File: config.mk
export PLATFORM = sky130hd
export DESIGN_NAME = serial_word_loader
export DESIGN_NICKNAME = d
export VERILOG_FILES = /design/src/rtl/serial_word_loader_pkg.sv /design/src/rtl/serial_shifter.sv /design/src/rtl/serial_word_loader.sv
export SDC_FILE = /design/constraint.sdc
export NUM_CORES = 1
export LEC_CHECK = 0
export BUFFER_PORTS_ARGS = -buffer_cell sky130_fd_sc_hd__buf_2
export CELL_PAD_IN_SITES_DETAIL_PLACEMENT = 0
export CELL_PAD_IN_SITES_GLOBAL_PLACEMENT = 2
export CORE_MARGIN = 1
export CORE_UTILIZATION = 36
export CTS_BUF_LIST = sky130_fd_sc_hd__clkbuf_8
export CTS_CLUSTER_DIAMETER = 100
export DETAILED_ROUTE_END_ITERATION = 12
export HOLD_SLACK_MARGIN = 0.15
export PLACE_DENSITY = 0.74
export SYNTH_ARGS = -nofsm -noshare
export SYNTH_HDL_FRONTEND = slang
export SYNTH_SLANG_ARGS = --single-unit
File: constraint.sdc
create_clock -name clk -period 1.3 [get_ports clk]
set_clock_uncertainty 0.05 [all_clocks]
set_input_delay 0.195 -clock clk [delete_from_list [all_inputs] [get_ports clk]]
set_output_delay 0.195 -clock clk [all_outputs]
set_load 0.02 [all_outputs]
File: src/rtl/serial_word_loader_pkg.sv
// Shared constants for serial_word_loader: state encodings and the default word width.
// The optional parity stage is enabled by defining SERIAL_LOADER_PARITY_EN.
package serial_word_loader_pkg;

  localparam int unsigned DefaultWidth = 16;

  localparam logic [1:0] ST_IDLE   = 2'd0;
  localparam logic [1:0] ST_SHIFT  = 2'd1;
  localparam logic [1:0] ST_PARITY = 2'd2;
  localparam logic [1:0] ST_COMMIT = 2'd3;

  function automatic logic in_frame(input logic [1:0] st);
    return st != ST_IDLE;
  endfunction

endpackage

File: src/rtl/serial_shifter.sv
// WIDTH-bit shift register with bit counter and running parity for serial_word_loader.
// clear wins over held state; clear together with shift_en starts a fresh word with this bit.
module serial_shifter #(
  parameter int unsigned WIDTH     = 16,
  parameter bit          MSB_FIRST = 1'b1,
  parameter int unsigned CountW    = $clog2(WIDTH + 1)
) (
  input  logic              clk,
  input  logic              reset,
  input  logic              shift_en,
  input  logic              clear,
  input  logic              bit_in,
  output logic [WIDTH-1:0]  data,
  output logic [CountW-1:0] count,
  output logic              parity
);

  logic [WIDTH-1:0]  data_q, data_d;
  logic [CountW-1:0] count_q, count_d;
  logic              parity_q, parity_d;

  always_comb begin
    data_d   = clear ? '0 : data_q;
    count_d  = clear ? '0 : count_q;
    parity_d = clear ? 1'b0 : parity_q;
    if (shift_en) begin
      if (MSB_FIRST) begin
        data_d = {data_d[WIDTH-2:0], bit_in};
      end else begin
        data_d = {bit_in, data_d[WIDTH-1:1]};
      end
      count_d  = count_d + CountW'(1);
      parity_d = parity_d ^ bit_in;
    end
  end

  always_ff @(posedge clk or posedge reset) begin
    if (reset) begin
      data_q   <= '0;
      count_q  <= '0;
      parity_q <= 1'b0;
    end else begin
      data_q   <= data_d;
      count_q  <= count_d;
      parity_q <= parity_d;
    end
  end

  assign data   = data_q;
  assign count  = count_q;
  assign parity = parity_q;

endmodule

File: src/rtl/serial_word_loader.sv
// Serial-to-parallel loader: assembles WIDTH bits into a word and pulses load for one cycle.
// Define SERIAL_LOADER_PARITY_EN to add a trailing even-parity bit and the frame_err pulse.
module serial_word_loader
  import serial_word_loader_pkg::*;
#(
  parameter int unsigned WIDTH     = DefaultWidth,
  parameter bit          MSB_FIRST = 1'b1
) (
  input  logic             clk,
  input  logic             reset,
  input  logic             bit_in,
  input  logic             bit_valid,
  output logic             bit_ready,
  output logic [WIDTH-1:0] word_out,
  output logic             load,
  output logic             busy,
  output logic             frame_err
);

  localparam int unsigned CountW = $clog2(WIDTH + 1);

  logic [1:0]        state_q, state_d;
  logic [WIDTH-1:0]  word_q, word_d;
  logic              busy_q;
  logic              shift_en, clear, transfer, last_bit;
  logic [WIDTH-1:0]  sh_data;
  logic [CountW-1:0] sh_count;
  logic              sh_parity;
`ifdef SERIAL_LOADER_PARITY_EN
  logic              frame_err_q, frame_err_d;
`endif

  serial_shifter #(
    .WIDTH     (WIDTH),
    .MSB_FIRST (MSB_FIRST),
    .CountW    (CountW)
  ) u_shifter (
    .clk      (clk),
    .reset    (reset),
    .shift_en (shift_en),
    .clear    (clear),
    .bit_in   (bit_in),
    .data     (sh_data),
    .count    (sh_count),
    .parity   (sh_parity)
  );

  assign bit_ready = (state_q != ST_COMMIT);
  assign transfer  = bit_valid & bit_ready;
  assign last_bit  = (sh_count == CountW'(WIDTH - 1));

  always_comb begin
    state_d  = state_q;
    word_d   = word_q;
    shift_en = 1'b0;
    clear    = 1'b0;
`ifdef SERIAL_LOADER_PARITY_EN
    frame_err_d = 1'b0;
`endif
    case (state_q)
      ST_IDLE, ST_SHIFT: begin
        if (transfer) begin
          shift_en = 1'b1;
          if (last_bit) begin
`ifdef SERIAL_LOADER_PARITY_EN
            state_d = ST_PARITY;
`else
            state_d = ST_COMMIT;
`endif
          end else begin
            state_d = ST_SHIFT;
          end
        end
      end
`ifdef SERIAL_LOADER_PARITY_EN
      ST_PARITY: begin
        if (transfer) begin
          // Running parity of the data bits must equal the received parity bit.
          if (sh_parity ^ bit_in) begin
            frame_err_d = 1'b1;
            clear       = 1'b1;
            state_d     = ST_IDLE;
          end else begin
            state_d = ST_COMMIT;
          end
        end
      end
`endif
      ST_COMMIT: begin
        word_d  = sh_data;
        clear   = 1'b1;
        state_d = ST_IDLE;
      end
      default: begin
        clear   = 1'b1;
        state_d = ST_IDLE;
      end
    endcase
  end

  always_ff @(posedge clk or posedge reset) begin
    if (reset) begin
      state_q <= ST_IDLE;
      word_q  <= '0;
      busy_q  <= 1'b0;
    end else begin
      state_q <= state_d;
      word_q  <= word_d;
      busy_q  <= in_frame(state_d);
    end
  end

`ifdef SERIAL_LOADER_PARITY_EN
  always_ff @(posedge clk or posedge reset) begin
    if (reset) begin
      frame_err_q <= 1'b0;
    end else begin
      frame_err_q <= frame_err_d;
    end
  end
  assign frame_err = frame_err_q;
`else
  logic unused_parity;
  assign unused_parity = sh_parity;
  assign frame_err     = 1'b0;
`endif

  // The completed word is shown straight from the shifter during COMMIT, then held in word_q.
  assign word_out = (state_q == ST_COMMIT) ? sh_data : word_q;
  assign load     = (state_q == ST_COMMIT);
  assign busy     = busy_q;

endmodule

==> results of run 1 <==
[cells in the final DEF (no fill, tap or decap), drive strengths merged]
master        n
clkbuf        7
nand3b        1
ha            1
nor2b         4
xnor2         1
dlygate4sd3   2
dfrtp        40
a21oi         1
conb          1
nor2         23
mux2         18
nand4         3
mux2i        17
inv           2
bufinv        1
nand2         2
a21bo         1
nor3b         1
buf          31
[cell type report]
type                            instances  area share (%)
Clock inverter                          1            1.40
Multi-Input combinational cell         74            30.0
Timing Repair Buffer                   33            13.9
Clock buffer                            7            4.49
Inverter                                2           0.350
Tap cell                               52            3.03
Sequential cell                        40            46.8
[synthesized netlist by cell type (2+ instances only)]
master,number,area [um^2]
dfrtp_1,40,1000
nor2_1,23,86.3
mux2i_1,17,170
mux2_2,10,113
mux2_4,8,120
nor2b_1,4,25.0
buf_4,3,22.5
nand4_1,3,18.8
buf_6,2,22.5
clkbuf_1,2,7.51
inv_1,2,7.51
[logic make-up (layout without fill, tap and decap cells)]
group                      Yosys count  in the layout  share of synthesized area (%)
DFF                                 40             40                           60.1
and+or+nand+nor                     33             34                           9.39
other                                1              1                          0.225
xor gates and xnor gates             1              1                          0.526
muxes                               35             35                           24.2
AOI/OAI and AO/OA                    2              2                          0.901
adders and majority gates            1              1                          0.751
buffers and inverters               10             43                           3.91
[stage by stage]
stage,utilization [%],worst slack [ns]
finish,48.6,-0.378
global placement,42.7,-0.123
global route,48.6,-0.439
CTS,48.0,-0.394
floorplan,-,-0.0236
detailed placement,42.7,-0.155
[power groups by stage]
stage | Sequential (mW) | Combinational, mW | Clock (mW)
floorplan | 1.96 | 1.06 | 0
global placement | 2.04 | 1.39 | 0
detailed placement | 2.05 | 1.43 | 0
CTS | 2.04 | 1.59 | 1.13
global route | 2.11 | 1.77 | 1.18
finish | 2.04 | 1.62 | 1.08
[per-layer routing]
layer	part of all wire (%)	track usage [%]
met3	3.6	4.47
met1	47	18.6
met2	48	21.2
met5	0	0
met4	1.3	4.00
[worst min-delay path, cell delays in order]
cell and delay (ns):
buf_2 0.16, nand3b_1 0.10, a21oi_1 0.07
[timing repair]
| item | 4_1_cts | 5_1_grt |
|---|---|---|
| endpoints found under the hold margin | 41 | 0 |
| setup buffers | 2 | 0 |
| pin swaps | 3 | 0 |
| endpoints found under the setup margin | 19 | 22 |
| gates cloned | 1 | 0 |
| hold buffers | 2 | 0 |
| resized for setup | 19 | 8 |
[path summary, 6_finish.rpt]
kind                                           endpoint  slack (ns)  cells after the start
min                        u_shifter.count[2]$_DFF_PP0_        0.23                      3
min reg2reg                        state_q[1]$_DFF_PP0_        0.43                      1
min in group asynchronous           word_q[5]$_DFF_PP0_        0.45                      4
max in group asynchronous          state_q[0]$_DFF_PP0_        0.54                      4
max                                         word_out[3]       -0.38                      3
max reg2reg                u_shifter.count[4]$_DFF_PP0_       -0.26                      5
[registers in the layout, summed over array words and instances, names as in the netlist]
register	count
u_shifter.count	5
u_shifter.data	16
busy	1
state_q	2
word_q	16
==> impl_metrics.toml, run 1 <==
[min_path]
worst_hold_path_type = "primary input to flip-flop"
hold_start = "bit_valid"

[routing]
drt-wirelength-per-cell_um = 14.3
drt-total-wl_um = 3000
ant_nets = 0
vias = 1015
drc = 0
drt_iter0_drc = 39
drt-pass1-iter-count = 4
avgViaCountPerCell = 4.86

[status]
violations = "setup timing"
outcome = "finished with violations"

[timing]
whs_ns = 0.228
fin_tns_setup_ns = -6.36
period_minus_slack_ns = 1.68
period_share_pct = 129
slew_viol_final = 0
timing.fmax_mhz = 596
hold_violations = 0
setup_violations = 22
setup_slack_ns = -0.378
rsz0062_at_grt = "yes"

[cells_and_area]
register_area_um2 = 1000
num-fill-cells = 404
num_antenna_cells = 0
multi_input_area_um2 = 644
area_growth_pct = 28.8
drive_above_1_share_pct = 42.0
stdcell_area_um2 = 2140
layout.nets = 161
layout.cells.non_filler = 209

[power_and_ir_drop]
p_sw_mw = 1.48
power_mw = 4.74
power_density_nw_per_um2 = 2210
p_leak_nw = 1.09
clkPwrFrac_pct = 22.9
switching_share_pct = 31.2
power.share.sequential_pct = 43.0
p_int_mw = 3.26
ir_drop_uv = 1100
comb_power_share_pct = 34.1

[place]
place_inst = 196
gp_congestion = 0.645
io_buffers = 22
placedInstanceArea_um2 = 1890
hpwl_um = 1890

[logic_synthesis]
yosysSeqAreaShare_pct = 60.1
yosys_register_bits = 40
netlist_area_um2 = 1670
synthesis.nets = 128
syn_area_per_cell_um2 = 13.5
yosysUniqueCellTypes = 20
netlist_instances = 123
synth-main-ff-cell = "dfrtp_1"
synth-edff-count = 0
yosys_warnings = 0
ys_async_sr_fraction_pct = 100

[setup_path]
arrival_ns = 1.43
crit_family = "flip-flops"
cp_cell_sequence = "nand2_8 > mux2_2 > buf_2"
crit_fanout = 9
r2r_start = "state_q[1]$_DFF_PP0_"
required_ns = 1.05
end_kind = "primary output"
slowest_delay_ns = 0.49
timing.critical_path.from = "state_q[1]$_DFF_PP0_"
critPathBufInv = 1
path_class = "flip-flop to primary output"
slowest_stage = "dfrtp_2"
start_kind = "flip-flop"

[global_route]
grt_pass1_wl_um = 5260
grt_pass1_vias = 1060
antenna_found_initial = 0
grt_overflow = 0
grt_start_max_net_pins = 41
grt_usage_pct = 13.7

[run]
maxCapViolCount = 0

[cts]
clk-insertion-delay-late_ns = 0.28
cts_buffers = 5
cts_num_sinks = 40
clockBufferDepth = 2
cts_tree = "yes"
cts-root-buf = "clkbuf_8"
clkTransAtPathRegs_ns = 0.07
htreeDepth = 2

[floorplanning]
die_h_um = 70.0
ioPinCount = 24
die_x_um = 70.0
core.rowCount = 24
core_area_um2 = 4410
dieArea_um2 = 4900
start_util_pct = 37.7
No activity file was read; power rests on OpenSTA's default activity.
==> run 2, diff against run 1 <==
--- a/config.mk
+++ b/config.mk
@@ -8,6 +8,7 @@
 export BUFFER_PORTS_ARGS = -buffer_cell sky130_fd_sc_hd__buf_2
 export CELL_PAD_IN_SITES_DETAIL_PLACEMENT = 0
 export CELL_PAD_IN_SITES_GLOBAL_PLACEMENT = 2
+export CORE_ASPECT_RATIO = 1.4
 export CORE_MARGIN = 1
 export CORE_UTILIZATION = 36
 export CTS_BUF_LIST = sky130_fd_sc_hd__clkbuf_8
==> impl_metrics.toml, run 2 (synthesis gave the netlist of run 1 again) <==
[timing]
setup_slack_ns = -0.370
rsz0062_at_grt = "yes"
slew_viol_final = 0
timing.fmax_mhz = 599
period_minus_slack_ns = 1.67
setup_violations = 21
fin_tns_setup_ns = -6.77
period_share_pct = 128
whs_ns = 0.252
hold_violations = 0

[floorplanning]
core.rowCount = 28
dieArea_um2 = 4910
core_area_um2 = 4340
start_util_pct = 38.3
ioPinCount = 24
die_x_um = 59.5
die_h_um = 82.5

[setup_path]
crit_fanout = 4
arrival_ns = 1.42
r2r_cells = 6
cp_cell_sequence = "buf_6 > nand2_8 > mux2_4 > buf_6"
crit_top_cell = "buf_6"
path_class = "flip-flop to primary output"
required_ns = 1.05
end_kind = "primary output"
start_kind = "flip-flop"
slowest_stage = "dfrtp_2"
reg2reg_slack_ns = -0.30
slowest_delay_ns = 0.44

[cts]
clkTransAtPathRegs_ns = 0.08
cts_tree = "yes"
clk-insertion-delay-late_ns = 0.29
htreeDepth = 2
clockBufferDepth = 2
cts_buffers = 5
cts_num_sinks = 40
cts-root-buf = "clkbuf_8"

[cells_and_area]
final_cell_mix = "dfrtp_1 (38), buf_6 (27), nor2_1 (23), mux2i_1 (17), mux2_4 (16)"
final_common_cell = "dfrtp_1"
drive_above_1_share_pct = 45.3
num_antenna_cells = 0
layout.nets = 174
num-fill-cells = 400
layout.cells.non_filler = 230
stdcell_area_um2 = 2320
utilization_pct = 53.5
register_area_um2 = 1000
area_growth_pct = 39.6
multi_input_area_um2 = 682

[place]
gp_congestion = 0.688
io_buffers = 22
place_inst = 204
placedInstanceArea_um2 = 1880
preCtsSetupSlack_ns = -0.168
hpwl_um = 1710

[global_route]
antenna_found_initial = 0
grt_overflow = 0
grt_pass1_wl_um = 5380
grt_start_max_net_pins = 41
grt_pass1_vias = 1066
grt_usage_pct = 15.4

[min_path]
whs_path_depth = 3
worst_hold_path_type = "primary input to flip-flop"

[status]
violations = "setup timing"
outcome = "finished with violations"

[routing]
drc = 0
drt_iter0_drc = 21
drt-total-wl_um = 3140
ant_nets = 0
drt-pass1-iter-count = 4
drt-wirelength-per-cell_um = 13.6
vias = 1067
avgViaCountPerCell = 4.64

[power_and_ir_drop]
ir_drop_uv = 882
power_mw = 4.78
power_density_nw_per_um2 = 2050
p_leak_nw = 1.19

[run]
maxCapViolCount = 0
## run 2: cell types whose count changed in the layout (fill, tap and decap cells not counted), sizes merged
cell and delta:
buf +12, inv +2, nand2 +1, bufinv -1, clkbuf -1
## run 2: cell type report
cell class,count,share of cell area (%)
tap,60,3.23
timing repair buffer,45,20.1
inverter,2,0.323
multi-input combinational,75,29.3
clock inverter,2,0.323
clock buffer,6,3.55
sequential,40,43.2
## run 2: path summary, 6_finish.rpt
kind / startpoint / endpoint
max: state_q[0]$_DFF_PP0_ / word_out[8]
min: bit_valid / state_q[1]$_DFF_PP0_
max reg2reg: state_q[1]$_DFF_PP0_ / u_shifter.count[4]$_DFF_PP0_
min reg2reg: u_shifter.count[4]$_DFF_PP0_ / state_q[1]$_DFF_PP0_
max in group asynchronous: reset / state_q[0]$_DFF_PP0_
min in group asynchronous: reset / word_q[14]$_DFF_PP0_
## run 2: where the power goes
group	switching (mW)	internal (mW)	total, mW	leakage, nW
clock network	0.423	0.417	0.841	0.0538
registers	0.300	1.73	2.03	0.500
logic	0.813	1.09	1.90	0.639
total	1.54	3.24	4.78	1.19
## run 2: metal layers
metal | global-route usage, % | up-vias | wire (um)
met3 | 4.36 | 7 | 148
li1 | - | 501 | -
met2 | 22.7 | 27 | 1480
met1 | 20.2 | 532 | 1430
met4 | 8.57 | 0 | 77
met5 | 0 | - | 0
## run 2: what timing repair did
| item | CTS | global route |
|---|---|---|
| gates cloned | 2 | 0 |
| hold buffers | 2 | 0 |
| pin swaps | 4 | 3 |
| hold endpoints to repair | 41 | 0 |
| setup buffers | 12 | 3 |
| setup endpoints to repair | 20 | 22 |
| gates resized for setup | 59 | 5 |
## run 2: worst max-delay path, delay by kind of cell (launching register included)
kind          cells  cell delay (ns)
flops             1             0.44
simple gates      1             0.09
buf+inv           2             0.28
mux               1             0.32
==> run 3, diff against run 2 <==
--- a/config.mk
+++ b/config.mk
@@ -10,12 +10,12 @@
 export CELL_PAD_IN_SITES_GLOBAL_PLACEMENT = 2
 export CORE_ASPECT_RATIO = 1.4
 export CORE_MARGIN = 1
-export CORE_UTILIZATION = 36
+export CORE_UTILIZATION = 40
 export CTS_BUF_LIST = sky130_fd_sc_hd__clkbuf_8
 export CTS_CLUSTER_DIAMETER = 100
 export DETAILED_ROUTE_END_ITERATION = 12
 export HOLD_SLACK_MARGIN = 0.15
-export PLACE_DENSITY = 0.74
+export PLACE_DENSITY = 0.78
 export SYNTH_ARGS = -nofsm -noshare
 export SYNTH_HDL_FRONTEND = slang
 export SYNTH_SLANG_ARGS = --single-unit
==> constraint.sdc (replaced) <==
create_clock -name clk -period 1.9 [get_ports clk]
set_clock_uncertainty 0.05 [all_clocks]
set_input_delay 0.285 -clock clk [delete_from_list [all_inputs] [get_ports clk]]
set_output_delay 0.285 -clock clk [all_outputs]
set_load 0.02 [all_outputs]
==> impl_metrics.toml, run 3 (synthesis gave the netlist of run 1 again) <==
[routing]
drt-wirelength-per-cell_um = 13.4
drt_iter0_drc = 17
ant_nets = 0
topRoutingLayerUsed = "met4"
drc = 0
drt-pass1-iter-count = 4
drt-total-wl_um = 2600
vias = 978
met2_length_um = 1230
met1_length_um = 1180
avgViaCountPerCell = 5.07
route.met3.wl_um = 125

[global_route]
grt_start_max_net_pins = 41
grt_pass1_vias = 944
grt_usage_pct = 13.4
grt_pass1_wl_um = 4510
antenna_found_initial = 0
grt_overflow = 0

[cts]
clk-insertion-delay-late_ns = 0.29
cts_tree = "yes"
clockBufferDepth = 2
cts-root-buf = "clkbuf_8"
postCtsSetupBuffers = 0
cts_num_sinks = 40
cts_buffers = 5
htreeDepth = 2
clkTransAtPathRegs_ns = 0.07

[cells_and_area]
num_antenna_cells = 0
area_growth_pct = 15.2
layout.nets = 154
drive_above_1_share_pct = 34.7
utilization_pct = 48.5
final_cell_mix = "dfrtp_1 (40), nor2_1 (23), buf_2 (22), mux2i_1 (17), mux2_2 (10)"
final_common_cell = "dfrtp_1"

[place]
io_buffers = 22
hpwl_um = 1690
preCtsSetupSlack_ns = 0.356
gp_congestion = 0.622

[setup_path]
path_class = "flip-flop to primary output"
end_kind = "primary output"
slowest_stage = "dfrtp_1"
slowest_delay_ns = 0.45
arrival_ns = 1.46
cp_cell_sequence = "nand2_8 > mux2_2 > buf_2"
required_ns = 1.56
crit_fanout = 18
start_kind = "flip-flop"

[floorplanning]
start_util_pct = 42.1
die_x_um = 56.5
die_h_um = 78.3
core_area_um2 = 3950
dieArea_um2 = 4430
ioPinCount = 24
core.rowCount = 27

[timing]
period_share_pct = 94.7
setup_violations = 0
rsz0062_at_grt = "no"
setup_slack_ns = 0.101
hold_violations = 0
timing.fmax_mhz = 556
slew_viol_final = 0
period_minus_slack_ns = 1.80
fin_tns_setup_ns = 0

[run]
maxCapViolCount = 0

[power_and_ir_drop]
p_leak_nw = 1.02
power_mw = 2.82
ir_drop_uv = 749
power_density_nw_per_um2 = 1470

[status]
outcome = "finished, final reports clean"

[min_path]
worst_hold_path_type = "primary input to flip-flop"
[run 3: changes by cell type in the layout (fill, tap and decap cells not counted), moves of 6 or more]
cell / previous run / this run
buf_6: 27 / 0
buf_2: 4 / 22
mux2_2: 2 / 10
mux2_4: 16 / 8
buf_4: 9 / 3
[run 3: final cells by class]
type	instances	area [um^2]
Clock inverter	3	16.3
Fill cell	361	2030
Clock buffer	5	68.8
Sequential cell	40	1000
Timing Repair Buffer	27	163
Multi-Input combinational cell	73	608
Tap cell	43	53.8
Inverter	2	7.51
[run 3: timing repair]
action	in CTS	in global routing
hold buffers	1	0
resized for setup	0	1
endpoints found under the hold margin	40	0
endpoints found under the setup margin	0	4
[run 3: critical path, delay by kind of cell, from the launching register on]
family                 cells  cell delay (ns)
multiplexers               1             0.37
AND/OR/NAND/NOR            1             0.20
buffers and inverters      1             0.16
flip-flops                 1             0.45
[run 3: layer usage]
layer | up-vias | track usage (%)
met5 | - | 0
met4 | 0 | 5.85
met3 | 5 | 4.45
met2 | 33 | 20.2
met1 | 474 | 17.6
li1 | 466 | -
[run 3: worst paths after layout]
check | depth (start not counted) | to | slack (ns) | from
worst max-delay path | 3 | word_out[6] | 0.10 | state_q[0]$_DFF_PP0_
worst min-delay path | 3 | u_shifter.data[0]$_DFF_PP0_ | 0.20 | bit_in
worst max register to register | 5 | u_shifter.count[4]$_DFF_PP0_ | 0.29 | state_q[1]$_DFF_PP0_
worst min register to register | 1 | state_q[1]$_DFF_PP0_ | 0.42 | u_shifter.count[4]$_DFF_PP0_
max in group asynchronous | 4 | state_q[1]$_DFF_PP0_ | 0.85 | reset
min in group asynchronous | 4 | word_q[5]$_DFF_PP0_ | 0.59 | reset
[run 3: where the power goes]
group | switching (mW) | total [mW] | leakage, nW | internal, mW
Clock | 0.276 | 0.527 | 0.0507 | 0.251
Combinational | 0.468 | 0.901 | 0.472 | 0.433
Sequential | 0.210 | 1.39 | 0.502 | 1.18
[run 3: per-stage QoR]
stage / std cells / hold slack [ns] / area (um^2)
final: 193 / 0.200 / 1920
after global routing: 193 / 0.227 / 1920
after CTS: 193 / 0.199 / 1910
after detailed placement: 184 / 0.376 / 1810
after global placement: 184 / 0.367 / 1810
after floorplan: 123 / 0.372 / 1670
